### src/rtl/ifu_fetch_ctrl.sv
// ifu_fetch_ctrl
//   Owns the fetch PC and sequences the 64-bit instruction-bus handshake
//   (inst_req / inst_addr_ok / inst_data_ok). It drops responses that belong
//   to a path abandoned by a branch/exception redirect, and delivers one or two
//   instructions per fetch through a one-entry output register.
//
//   Build option IFU_ADEL_CHECK_EN:
//     defined   - a misaligned pc (pc[1:0]!=0) never reaches the bus; it is
//                 reported once as a fault packet (fb_adel=1), and pc is held
//                 until the next redirect.
//     undefined - fb_adel is tied low and pc[1:0] is ignored.
module ifu_fetch_ctrl #(
  parameter logic [31:0] RESET_PC = 32'hBFC0_0000
) (
  input  logic        clk,
  input  logic        rst,
  output logic [31:0] pc,
  input  logic [31:0] next_pc,
  input  logic        flush_req,
  input  logic        exception_pc_ena,
  output logic        inst_req,
  output logic [31:0] inst_addr,
  input  logic        inst_addr_ok,
  input  logic        inst_data_ok,
  input  logic [63:0] inst_rdata,
  input  logic        fb_ready,
  output logic        fb_valid,
  output logic [31:0] fb_pc,
  output logic [31:0] fb_inst0,
  output logic [31:0] fb_inst1,
  output logic        fb_inst1_valid,
  output logic        fb_adel
);

  // REQ: no transaction outstanding. WAIT: accepted request, response wanted.
  // DISCARD: accepted request whose response belongs to an abandoned path.
  typedef enum logic [1:0] {
    S_REQ     = 2'd0,
    S_WAIT    = 2'd1,
    S_DISCARD = 2'd2
  } state_e;

  state_e      state_q, state_d;
  logic [31:0] pc_q, pc_d;
  // High only for the first cycle after reset release; suppresses the request.
  logic        boot_q;

  logic        fb_valid_q, fb_valid_d;
  logic [31:0] fb_pc_q, fb_pc_d;
  logic [31:0] fb_inst0_q, fb_inst0_d;
  logic [31:0] fb_inst1_q, fb_inst1_d;
  logic        fb_inst1_valid_q, fb_inst1_valid_d;

`ifdef IFU_ADEL_CHECK_EN
  logic        fb_adel_q, fb_adel_d;
  // Set once the fault packet for the current misaligned pc has been emitted.
  logic        adel_sent_q, adel_sent_d;
`endif

  logic        redir;
  logic        out_free;
  logic        can_start;
  logic        misalign;
  logic        issue;
  logic        adel_fire;
  logic        capture;

  logic [31:0] cap_inst0;
  logic [31:0] cap_inst1;
  logic        cap_inst1_valid;

  // Handshake qualifiers shared by the FSM and the output register.
  always_comb begin
    redir     = flush_req | exception_pc_ena;
    // The output register can take a packet if empty or draining this cycle;
    // this guarantees a response never finds fb_valid set.
    out_free  = ~fb_valid_q | fb_ready;
    can_start = (state_q == S_REQ) & out_free & ~redir & ~boot_q;
`ifdef IFU_ADEL_CHECK_EN
    misalign  = (pc_q[1:0] != 2'b00);
    adel_fire = can_start & misalign & ~adel_sent_q;
`else
    misalign  = 1'b0;
    adel_fire = 1'b0;
`endif
    issue     = can_start & ~misalign;
    capture   = (state_q == S_WAIT) & inst_data_ok & ~redir;
  end

  // Pick the instruction words out of the 64-bit beat according to pc[2]:
  // an upper-half pc only has one instruction left in the beat.
  always_comb begin
    cap_inst0       = inst_rdata[31:0];
    cap_inst1       = inst_rdata[63:32];
    cap_inst1_valid = 1'b1;
    if (pc_q[2]) begin
      cap_inst0       = inst_rdata[63:32];
      cap_inst1       = 32'h0;
      cap_inst1_valid = 1'b0;
    end
  end

  // Next-state and pc-update logic; pc moves only on a redirect or a response.
  always_comb begin
    state_d = state_q;
    pc_d    = pc_q;
    case (state_q)
      S_REQ: begin
        if (redir) begin
          // inst_req is already low, so no handshake can complete here.
          pc_d = next_pc;
        end else if (issue & inst_addr_ok) begin
          state_d = S_WAIT;
        end
      end
      S_WAIT: begin
        if (inst_data_ok) begin
          // Captured or dropped, the transaction is complete; next_pc is the
          // sequential successor or the redirect target respectively.
          pc_d    = next_pc;
          state_d = S_REQ;
        end else if (redir) begin
          pc_d    = next_pc;
          state_d = S_DISCARD;
        end
      end
      S_DISCARD: begin
        if (redir) begin
          pc_d = next_pc;
        end
        if (inst_data_ok) begin
          state_d = S_REQ;
        end
      end
      default: begin
        state_d = S_REQ;
      end
    endcase
  end

  // Output register: a redirect kills a wrong-path packet before anything else.
  always_comb begin
    fb_valid_d       = fb_valid_q;
    fb_pc_d          = fb_pc_q;
    fb_inst0_d       = fb_inst0_q;
    fb_inst1_d       = fb_inst1_q;
    fb_inst1_valid_d = fb_inst1_valid_q;
    if (redir) begin
      fb_valid_d = 1'b0;
    end else if (capture) begin
      fb_valid_d       = 1'b1;
      fb_pc_d          = pc_q;
      fb_inst0_d       = cap_inst0;
      fb_inst1_d       = cap_inst1;
      fb_inst1_valid_d = cap_inst1_valid;
    end else if (adel_fire) begin
      fb_valid_d       = 1'b1;
      fb_pc_d          = pc_q;
      fb_inst0_d       = 32'h0;
      fb_inst1_d       = 32'h0;
      fb_inst1_valid_d = 1'b0;
    end else if (fb_ready) begin
      fb_valid_d = 1'b0;
    end
  end

  // FSM state, pc and post-reset request suppression.
  always_ff @(posedge clk or posedge rst) begin
    if (rst) begin
      state_q <= S_REQ;
      pc_q    <= RESET_PC;
      boot_q  <= 1'b1;
    end else begin
      state_q <= state_d;
      pc_q    <= pc_d;
      boot_q  <= 1'b0;
    end
  end

  // Fetch packet register.
  always_ff @(posedge clk or posedge rst) begin
    if (rst) begin
      fb_valid_q       <= 1'b0;
      fb_pc_q          <= 32'h0;
      fb_inst0_q       <= 32'h0;
      fb_inst1_q       <= 32'h0;
      fb_inst1_valid_q <= 1'b0;
    end else begin
      fb_valid_q       <= fb_valid_d;
      fb_pc_q          <= fb_pc_d;
      fb_inst0_q       <= fb_inst0_d;
      fb_inst1_q       <= fb_inst1_d;
      fb_inst1_valid_q <= fb_inst1_valid_d;
    end
  end

`ifdef IFU_ADEL_CHECK_EN
  // Fault flag follows the packet it belongs to; one fault packet per bad pc.
  always_comb begin
    fb_adel_d   = fb_adel_q;
    adel_sent_d = adel_sent_q;
    if (redir) begin
      fb_adel_d   = 1'b0;
      adel_sent_d = 1'b0;
    end else if (capture) begin
      fb_adel_d = 1'b0;
    end else if (adel_fire) begin
      fb_adel_d   = 1'b1;
      adel_sent_d = 1'b1;
    end else if (fb_ready) begin
      fb_adel_d = 1'b0;
    end
  end

  // Address-error packet state.
  always_ff @(posedge clk or posedge rst) begin
    if (rst) begin
      fb_adel_q   <= 1'b0;
      adel_sent_q <= 1'b0;
    end else begin
      fb_adel_q   <= fb_adel_d;
      adel_sent_q <= adel_sent_d;
    end
  end

  assign fb_adel = fb_adel_q;
`else
  assign fb_adel = 1'b0;
`endif

  assign pc             = pc_q;
  assign inst_req       = issue;
  assign inst_addr      = {pc_q[31:3], 3'b000};
  assign fb_valid       = fb_valid_q;
  assign fb_pc          = fb_pc_q;
  assign fb_inst0       = fb_inst0_q;
  assign fb_inst1       = fb_inst1_q;
  assign fb_inst1_valid = fb_inst1_valid_q;

endmodule

### config.mk
export PLATFORM = sky130hd
export DESIGN_NAME = ifu_fetch_ctrl
export DESIGN_NICKNAME = d
export VERILOG_FILES = /design/src/rtl/ifu_fetch_ctrl.sv
export SDC_FILE = /design/constraint.sdc
export NUM_CORES = 1
export LEC_CHECK = 0
export BUFFER_PORTS_ARGS = -buffer_cell sky130_fd_sc_hd__buf_2
export CAP_MARGIN = 20
export CORE_ASPECT_RATIO = 1.25
export CORE_UTILIZATION = 51
export CTS_CLUSTER_DIAMETER = 30
export DETAILED_ROUTE_END_ITERATION = 12
export PLACE_DENSITY = 0.86
export SLEW_MARGIN = 10
export SYNTH_ARGS = -nofsm -noshare
export SYNTH_HDL_FRONTEND = slang
export SYNTH_SLANG_ARGS = --single-unit
### constraint.sdc
create_clock -name clk -period 10.9 [get_ports clk]
set_input_delay 2.18 -clock clk [delete_from_list [all_inputs] [get_ports clk]]
set_output_delay 2.18 -clock clk [all_outputs]
set_load 0.01 [all_outputs]
==> impl_metrics.json, run 1 <==
{
  "die_w_um": 97.5,
  "synthCells": 397,
  "yosysSeqAreaShare_pct": 57.5,
  "clock-sinks": 133,
  "synth-seq-cells": 133,
  "num_rows": 43,
  "syn_avg_cell_area_um2": 14.6,
  "yosys.area.top_type": "dfrtp_1",
  "final_common_cell": "buf_2",
  "critPathTopFamily": "simple AND/OR/NAND/NOR gates",
  "start_util_pct": 52.5,
  "drtAntennaViolNets": 0,
  "slew_headroom_pct": 41.6,
  "dpl-instance-area_mm2": 0.00700,
  "yosysWarnings": 0,
  "cp.depth": 4,
  "max_stage_delay_ps": 280,
  "fin_cells": 781,
  "peakVddDrop_mv": 0.109,
  "cts_tree": "yes",
  "final_cell_mix": "buf_2 (262), mux2_2 (141), dfrtp_1 (122)",
  "synthTopCellsByArea": "dfrtp_1 (53%), mux2_2 (27%), buf_4 (4.6%)",
  "worst_pin_slew_ps": 876,
  "p_leak_uw": 0.00405,
  "worstSetupPathType": "in2out",
  "power.density_mw_per_mm2": 182,
  "path_max_fanout": 3,
  "antenna_found_initial": 0,
  "grt_overflow": 0,
  "post-route-min-period_ps": 5090,
  "design_area_mm2": 0.00760,
  "finalSetupViolCount": 0,
  "syn2layout_area_growth_pct": 30.8,
  "dp_hpwl_um": 9020,
  "synth_top_area_share_pct": 52.9,
  "cp_cell_sequence": "buf_2 > nor3_1 > and3_1 > buf_2",
  "fin_nets": 737,
  "crit_buf_inv": 2,
  "synth_area_mm2": 0.00581,
  "h-tree-depth": 4,
  "fillers": 777,
  "reg2reg_from": "state_q[1]",
  "clock_skew_ps": 8.93,
  "io_pins": 267,
  "die_h_um": 121,
  "dr.pass1.iters": 4,
  "reg2reg_to": "fb_pc[21]",
  "min_from": "fb_inst0[16]",
  "grt_max_degree": 74,
  "numCtsBuffers": 17,
  "postCtsHoldBufs": 0,
  "clk_pin_slew_ps": 60,
  "r2r_slack_ps": 8390,
  "setup.worst_path.end_class": "output port",
  "post_cts_resized": 0,
  "finalHoldViolCount": 0,
  "worstSkewPairLatency_ps": 400,
  "num_vias": 3966,
  "drt_wl_total_um": 12500,
  "place.gp.congestion": 0.755,
  "cts-root-buf": "clkbuf_16",
  "synth_cell_types": 22,
  "cap_violations": 0,
  "fmax_mhz": 196,
  "num_antenna_cells": 0,
  "die_area_mm2": 0.0118,
  "drive_above_1_share_pct": 70.1,
  "hp-class": "reg2reg",
  "slowest_stage": "nor3_1",
  "cts.path.max_buffers": 2,
  "first_iter_violations": 80,
  "crit_arrival_ps": 2910,
  "cp-start-kind": "input port",
  "holdPathStages": 1,
  "rsz0062_at_grt": "no",
  "drv_slew": 0,
  "crit_top_cell": "buf_2",
  "track_usage_pct": 21.7,
  "post-route-drc-count": 0,
  "min_period_over_period_pct": 46.7,
  "grt_pass1_vias": 4031,
  "core_area_mm2": 0.0111,
  "dp_cells": 750,
  "cp.required_ps": 8720,
  "vias_per_cell": 5.08,
  "numPortBuffers": 262,
  "rr_worst_depth": 4,
  "status": "finished, final reports clean",
  "holdPathEnd": "fb_inst0[16]",
  "grt_pass1_wl_um": 19900,
  "setup_tns_ps": 0,
  "wl_per_cell_um": 16.0,
  "postCtsSetupRepairBufs": 0
}
[routing by layer]
layer  global-route usage (%)  wire, um
met1                     25.0      4820
met2                     38.9      6790
met3                     5.59       759
met4                     8.09       152
met5                        0         0
[layout make-up]
type / instances / area (um^2) / area share (%)
clock buffer: 18 / 439 / 5.78
clock inverter: 13 / 159 / 2.09
inverter: 4 / 17.5 / 0.230
multi-input combinational: 211 / 2130 / 28.0
sequential: 133 / 3340 / 44.0
tap: 135 / 169 / 2.22
timing repair buffer: 267 / 1350 / 17.7
[sequential cells by signal, summed over array words and instances (netlist names)]
register	cells
fb_inst1_valid	1
fb_inst1	32
fb_inst0	32
fb_pc	32
fb_valid	1
state_q	2
pc	32
boot_q	1
[worst max path at each step]
stage | start | slack [ps] | endpoint
after CTS | exception_pc_ena | 5820 | inst_req
final | exception_pc_ena | 5810 | inst_req
after global placement | exception_pc_ena | 5860 | inst_req
after detailed placement | exception_pc_ena | 5830 | inst_req
after global routing | exception_pc_ena | 5710 | inst_req
after floorplan | rst | 5180 | fb_inst0[0]
[Yosys cell counts]
cell type / number
dfrtp_1: 123
nand2b_1: 1
clkbuf_1: 6
and3_1: 1
inv_1: 4
a31o_2: 1
a22o_1: 1
buf_2: 10
dfstp_2: 10
mux2_2: 141
nor2b_1: 33
nor4_4: 1
a32oi_1: 1
nor2_1: 2
mux2i_1: 1
mux2_1: 19
xnor2_1: 1
buf_4: 36
nor3_1: 2
buf_1: 1
nand2_1: 1
conb_1: 1
[power by group]
group / switching, uW / internal [uW]
clock network: 204 / 363
registers: 34.0 / 555
logic: 110 / 116
total: 347 / 1030
[logic make-up after synthesis]
logic type	share of synthesized area, %
buffers and inverters	6.22
other	0.0645
DFF	57.5
and+or+nand+nor	4.50
xor gates and xnor gates	0.151
AOI/OAI and AO/OA	0.452
muxes	31.2
[per-stage QoR]
step / utilization (%) / power [uW] / setup WS [ps] / hold slack (ps)
final: 68.6 / 1380 / 5810 / 481
after global placement: 63.2 / 814 / 5860 / 462
after global routing: 68.6 / 1440 / 5710 / 506
after CTS: 68.6 / 1400 / 5820 / 486
after detailed placement: 63.2 / 826 / 5830 / 472
after floorplan: - / 728 / 5180 / 529
Note: power is estimated with default switching activity, not from simulation.
==> run 2: changes to the inputs <==
--- a/config.mk
+++ b/config.mk
@@ -5,13 +5,14 @@
 export SDC_FILE = /design/constraint.sdc
 export NUM_CORES = 1
 export LEC_CHECK = 0
+export ABC_AREA = 1
 export BUFFER_PORTS_ARGS = -buffer_cell sky130_fd_sc_hd__buf_2
 export CAP_MARGIN = 20
 export CORE_ASPECT_RATIO = 1.25
-export CORE_UTILIZATION = 51
+export CORE_UTILIZATION = 43
 export CTS_CLUSTER_DIAMETER = 30
 export DETAILED_ROUTE_END_ITERATION = 12
-export PLACE_DENSITY = 0.86
+export PLACE_DENSITY = 0.77
 export SLEW_MARGIN = 10
 export SYNTH_ARGS = -nofsm -noshare
 export SYNTH_HDL_FRONTEND = slang
==> constraint.sdc (replaced) <==
create_clock -name clk -period 4.53 [get_ports clk]
set_input_delay 0.906 -clock clk [delete_from_list [all_inputs] [get_ports clk]]
set_output_delay 0.906 -clock clk [all_outputs]
set_load 0.01 [all_outputs]
==> impl_metrics.json, run 2 <==
{
  "status": "finished, final reports clean",
  "numPortBuffers": 262,
  "ff_latch_area_mm2": 0.00334,
  "place.gp.congestion": 0.788,
  "rr_worst_depth": 7,
  "first_iter_violations": 348,
  "numCtsBuffers": 17,
  "fmax_mhz": 411,
  "crit_arrival_ps": 1530,
  "clock_skew_ps": 8.49,
  "path_max_fanout": 7,
  "min_period_over_period_pct": 53.7,
  "die_h_um": 133,
  "cts_tree": "yes",
  "drt_wl_total_um": 15700,
  "rsz0062_at_grt": "no",
  "r2r_slack_ps": 2620,
  "dr.pass1.iters": 5,
  "synth-simple-area-share_pct": 31.0,
  "synth_compound_area_share_pct": 2.78,
  "finalHoldViolCount": 0,
  "worstSetupPathType": "in2out",
  "die_area_mm2": 0.0143,
  "synth_area_mm2": 0.00594,
  "syn2layout_area_growth_pct": 31.0,
  "holdPathEnd": "fb_pc[25]",
  "synth_edf_count": 0,
  "synthTopCellsByCount": "nand2_1 (398), dfrtp_1 (123), inv_1 (39)",
  "post-route-drc-count": 0,
  "synth-xor-area-share_pct": 0,
  "synthTopCellsByArea": "dfrtp_1 (52%), nand2_1 (25%), buf_4 (4.6%)",
  "grt_overflow": 0,
  "clk_pin_slew_ps": 50,
  "postCtsHoldBufs": 0,
  "post_cts_resized": 0,
  "fin_nets": 1077,
  "drv_slew": 0,
  "io_pins": 267,
  "num_rows": 47,
  "synth-seq-cells": 133,
  "reg2reg_from": "state_q[0]",
  "clock-sinks": 133,
  "core_area_mm2": 0.0133,
  "syn_avg_cell_area_um2": 7.89,
  "cp-start-kind": "input port",
  "reg2reg_to": "pc[20]",
  "synth_top_family_by_area": "simple AND/OR/NAND/NOR gates",
  "power.density_mw_per_mm2": 435,
  "synthFlopType": "dfrtp_1",
  "peakVddDrop_mv": 0.216,
  "cts.path.max_buffers": 2,
  "wl_per_cell_um": 13.6,
  "p_leak_uw": 0.00479,
  "postCtsSetupRepairBufs": 0,
  "grt_max_degree": 91,
  "min_from": "fb_pc[25]",
  "holdPathStages": 2,
  "final_cell_mix": "nand2_1 (398), buf_2 (262), dfrtp_1 (123)",
  "antenna_found_initial": 0,
  "h-tree-depth": 4,
  "synth_fa_ha_area_share_pct": 0,
  "grt_pass1_wl_um": 24900,
  "worstSkewPairLatency_ps": 400,
  "grt_pass1_vias": 5045,
  "drive_above_1_share_pct": 32.1,
  "setup_tns_ps": 0,
  "synth.most_common_cell": "nand2_1",
  "whs_ps": 471,
  "fillers": 1232,
  "vias_per_cell": 4.75,
  "cap_violations": 0,
  "synthCells": 753,
  "num_vias": 5495,
  "yosysWarnings": 0,
  "cp.required_ps": 3620,
  "num_antenna_cells": 0,
  "yosysSeqAreaShare_pct": 56.2,
  "async_reset_ff_share_pct": 100,
  "finalSetupViolCount": 0,
  "post-route-min-period_ps": 2430,
  "slew_headroom_pct": 32.8,
  "startpoint": "exception_pc_ena",
  "hp-class": "reg2reg",
  "synth_top_area_share_pct": 51.8,
  "die_w_um": 107,
  "multi_input_area_mm2": 0.00203,
  "yosys.area.top_type": "dfrtp_1",
  "dp_hpwl_um": 10500,
  "final_common_cell": "nand2_1",
  "start_util_pct": 44.5,
  "setup.worst_path.end_class": "output port",
  "track_usage_pct": 22.3,
  "drtAntennaViolNets": 0,
  "synth_cell_types": 16,
  "cts-root-buf": "clkbuf_16",
  "synth.area.mux_share_pct": 0,
  "worst_pin_slew_ps": 1010
}
run 2: worst max path at each step:
stage / cells past startpoint / slack (ps) / to
after floorplan: 1 / 90 / fb_inst0[0]
after global placement: 5 / 1900 / fb_inst0[15]
after detailed placement: 8 / 1930 / pc[20]
after CTS: 5 / 2110 / inst_req
after global routing: 5 / 2030 / inst_req
final: 5 / 2100 / inst_req
run 2: per-layer routing:
layer	wire, um	GRT usage [%]	share of wire (%)	vias up
li1	-	-	-	2691
met1	6550	28.9	42	2547
met2	7940	37.5	50	239
met3	979	4.35	6.2	18
met4	261	7.38	1.7	0
met5	0	0	0	-
run 2: final cells by class:
cell class,count,share of cell area (%)
Multi-Input combinational cell,511,26.1
Clock buffer,21,6.05
Inverter,40,1.99
Clock inverter,11,1.91
Sequential cell,133,42.9
Tap cell,171,2.75
Timing Repair Buffer,271,18.2
run 2: cells by family after synthesis:
logic type,Yosys count
DFF,133
and+or+nand+nor,473
other,1
AOI/OAI and AO/OA,33
buffers and inverters,113
run 2: power by group:
| part | switching [uW] | internal (uW) |
|---|---|---|
| Clock | 517 | 913 |
| Combinational | 315 | 220 |
| Sequential | 88.2 | 1330 |
run 2: critical path, stage by stage:
cell     delay (ps)
buf_2           130
nor2_4          200
nand2_1          80
nor2_1           80
buf_2           130
run 2: stage by stage:
step	total power [uW]	area, um^2	util, %	setup WS, ps	std cells
after floorplan	1740	5950	-	86.1	757
after global placement	1970	7110	53.2	1900	1124
after detailed placement	1980	7160	53.6	1930	1126
after CTS	3420	7780	58.3	2110	1158
after global routing	3540	7780	58.3	2030	1158
final	3380	7780	58.3	2100	1158
==> run 3: changes to the inputs <==
==> constraint.sdc (replaced) <==
create_clock -name clk -period 2 [get_ports clk]
set_input_delay 0.4 -clock clk [delete_from_list [all_inputs] [get_ports clk]]
set_output_delay 0.4 -clock clk [all_outputs]
set_load 0.01 [all_outputs]
==> impl_metrics.json, run 3 (synthesis results as in run 2) <==
{
  "grt_max_degree": 77,
  "cp-start-kind": "flop",
  "start_util_pct": 44.5,
  "dp_cells": 1130,
  "clk_pin_slew_ps": 60,
  "syn2layout_area_growth_pct": 31.3,
  "startpoint": "state_q[1]",
  "setup_tns_ps": 0,
  "worstSkewPairLatency_ps": 410,
  "post-route-min-period_ps": 1760,
  "h-tree-depth": 4,
  "final_common_cell": "nand2_1",
  "crit_arrival_ps": 1360,
  "core_area_mm2": 0.0133,
  "rsz0062_at_grt": "no",
  "cts.path.max_buffers": 2,
  "dp_hpwl_um": 10400,
  "die_area_mm2": 0.0143,
  "gr-usage-met3_pct": 5.63,
  "grt_busiest_layer": "met2",
  "grt_overflow": 0,
  "fin_cells": 1163,
  "fillers": 1259,
  "post-route-drc-count": 0,
  "finalSetupViolCount": 0,
  "wl_per_cell_um": 13.2,
  "drt_wl_total_um": 15400,
  "worstSetupPathType": "reg2out",
  "fin_nets": 1081,
  "antenna_found_initial": 1,
  "numCtsBuffers": 17,
  "clock-sinks": 133,
  "die_h_um": 133,
  "postCtsSetupRepairBufs": 0,
  "dpl-instance-area_mm2": 0.00724,
  "die_w_um": 107,
  "use_met2_pct": 36.0,
  "drv_slew": 0,
  "drive_above_1_share_pct": 32.4,
  "io_pins": 267,
  "path_max_fanout": 3,
  "grt_pass1_vias": 4965,
  "cap_violations": 0,
  "grt_pass1_wl_um": 24200,
  "design_area_mm2": 0.00780,
  "clock_skew_ps": 9.90,
  "power.density_mw_per_mm2": 946,
  "post_cts_resized": 0,
  "cts-root-buf": "clkbuf_16",
  "hp-class": "in2async",
  "use_met1_pct": 27.9,
  "first_iter_violations": 337,
  "place.gp.congestion": 0.795,
  "reg2reg_from": "state_q[1]",
  "vias_per_cell": 4.76,
  "num_vias": 5531,
  "drtAntennaViolNets": 0,
  "cts_tree": "yes",
  "dr.pass1.iters": 5,
  "status": "finished, final reports clean",
  "rr_worst_depth": 5,
  "p_leak_uw": 0.00478,
  "fin_util_pct": 58.4,
  "fmax_mhz": 567,
  "postCtsHoldBufs": 0,
  "peakVddDrop_mv": 0.500,
  "track_usage_pct": 21.7,
  "cp.required_ps": 1600,
  "min_period_over_period_pct": 88.2,
  "num_rows": 47,
  "finalHoldViolCount": 0,
  "numPortBuffers": 262,
  "setup.worst_path.end_class": "output port",
  "final_cell_mix": "nand2_1 (398), buf_2 (262), dfrtp_1 (123)"
}
==> run 3: where the power goes <==
group	switching (uW)	internal, uW	total (uW)	leakage, uW
sequential	202	3020	3220	0.00173
combinational	709	513	1220	0.00279
clock	1220	1720	2940	0.000259
total	2130	5250	7380	0.00478
==> run 3: path summary, 6_finish.rpt <==
check | slack [ps] | to
max | 240 | inst_req
min | 80 | fb_inst1[28]
max reg2reg | 470 | fb_pc[5]
min reg2reg | 470 | fb_inst0[3]
max in group asynchronous | 1490 | pc[31]
min in group clk | 200 | pc[24]
==> run 3: routing by layer <==
metal | share of wire [%] | vias to the layer above | wire, um
li1 | - | 2694 | -
met1 | 41 | 2575 | 6350
met2 | 51 | 249 | 7810
met3 | 7.2 | 13 | 1100
met4 | 0.85 | 0 | 131
met5 | 0 | - | 0
==> run 3: stage by stage <==
stage | hold slack (ps) | total power [uW] | setup slack (ps)
after floorplan | 481 | 3940 | -43.0
after global placement | 458 | 4470 | 399
after detailed placement | 460 | 4500 | 372
after CTS | 109 | 7470 | 219
after global routing | 116 | 7760 | 89.6
final | 83.9 | 7380 | 236
==> run 3: worst max-delay path, stage by stage, from the launching register on <==
cell and delay (ps):
dfrtp_1 390, inv_1 90, nand2_1 70, nor2_1 130, nand2_1 60, nor2_1 80
buf_2 130
==> run 3: cell type report <==
class,count,area [um^2],area share [%]
tap,171,214,2.74
inverter,40,154,1.97
clock inverter,14,130,1.67
multi-input combinational,511,2030,26.1
antenna,1,2.50,0.0321
sequential,133,3340,42.8
timing repair buffer,275,1500,19.2
clock buffer,18,429,5.50
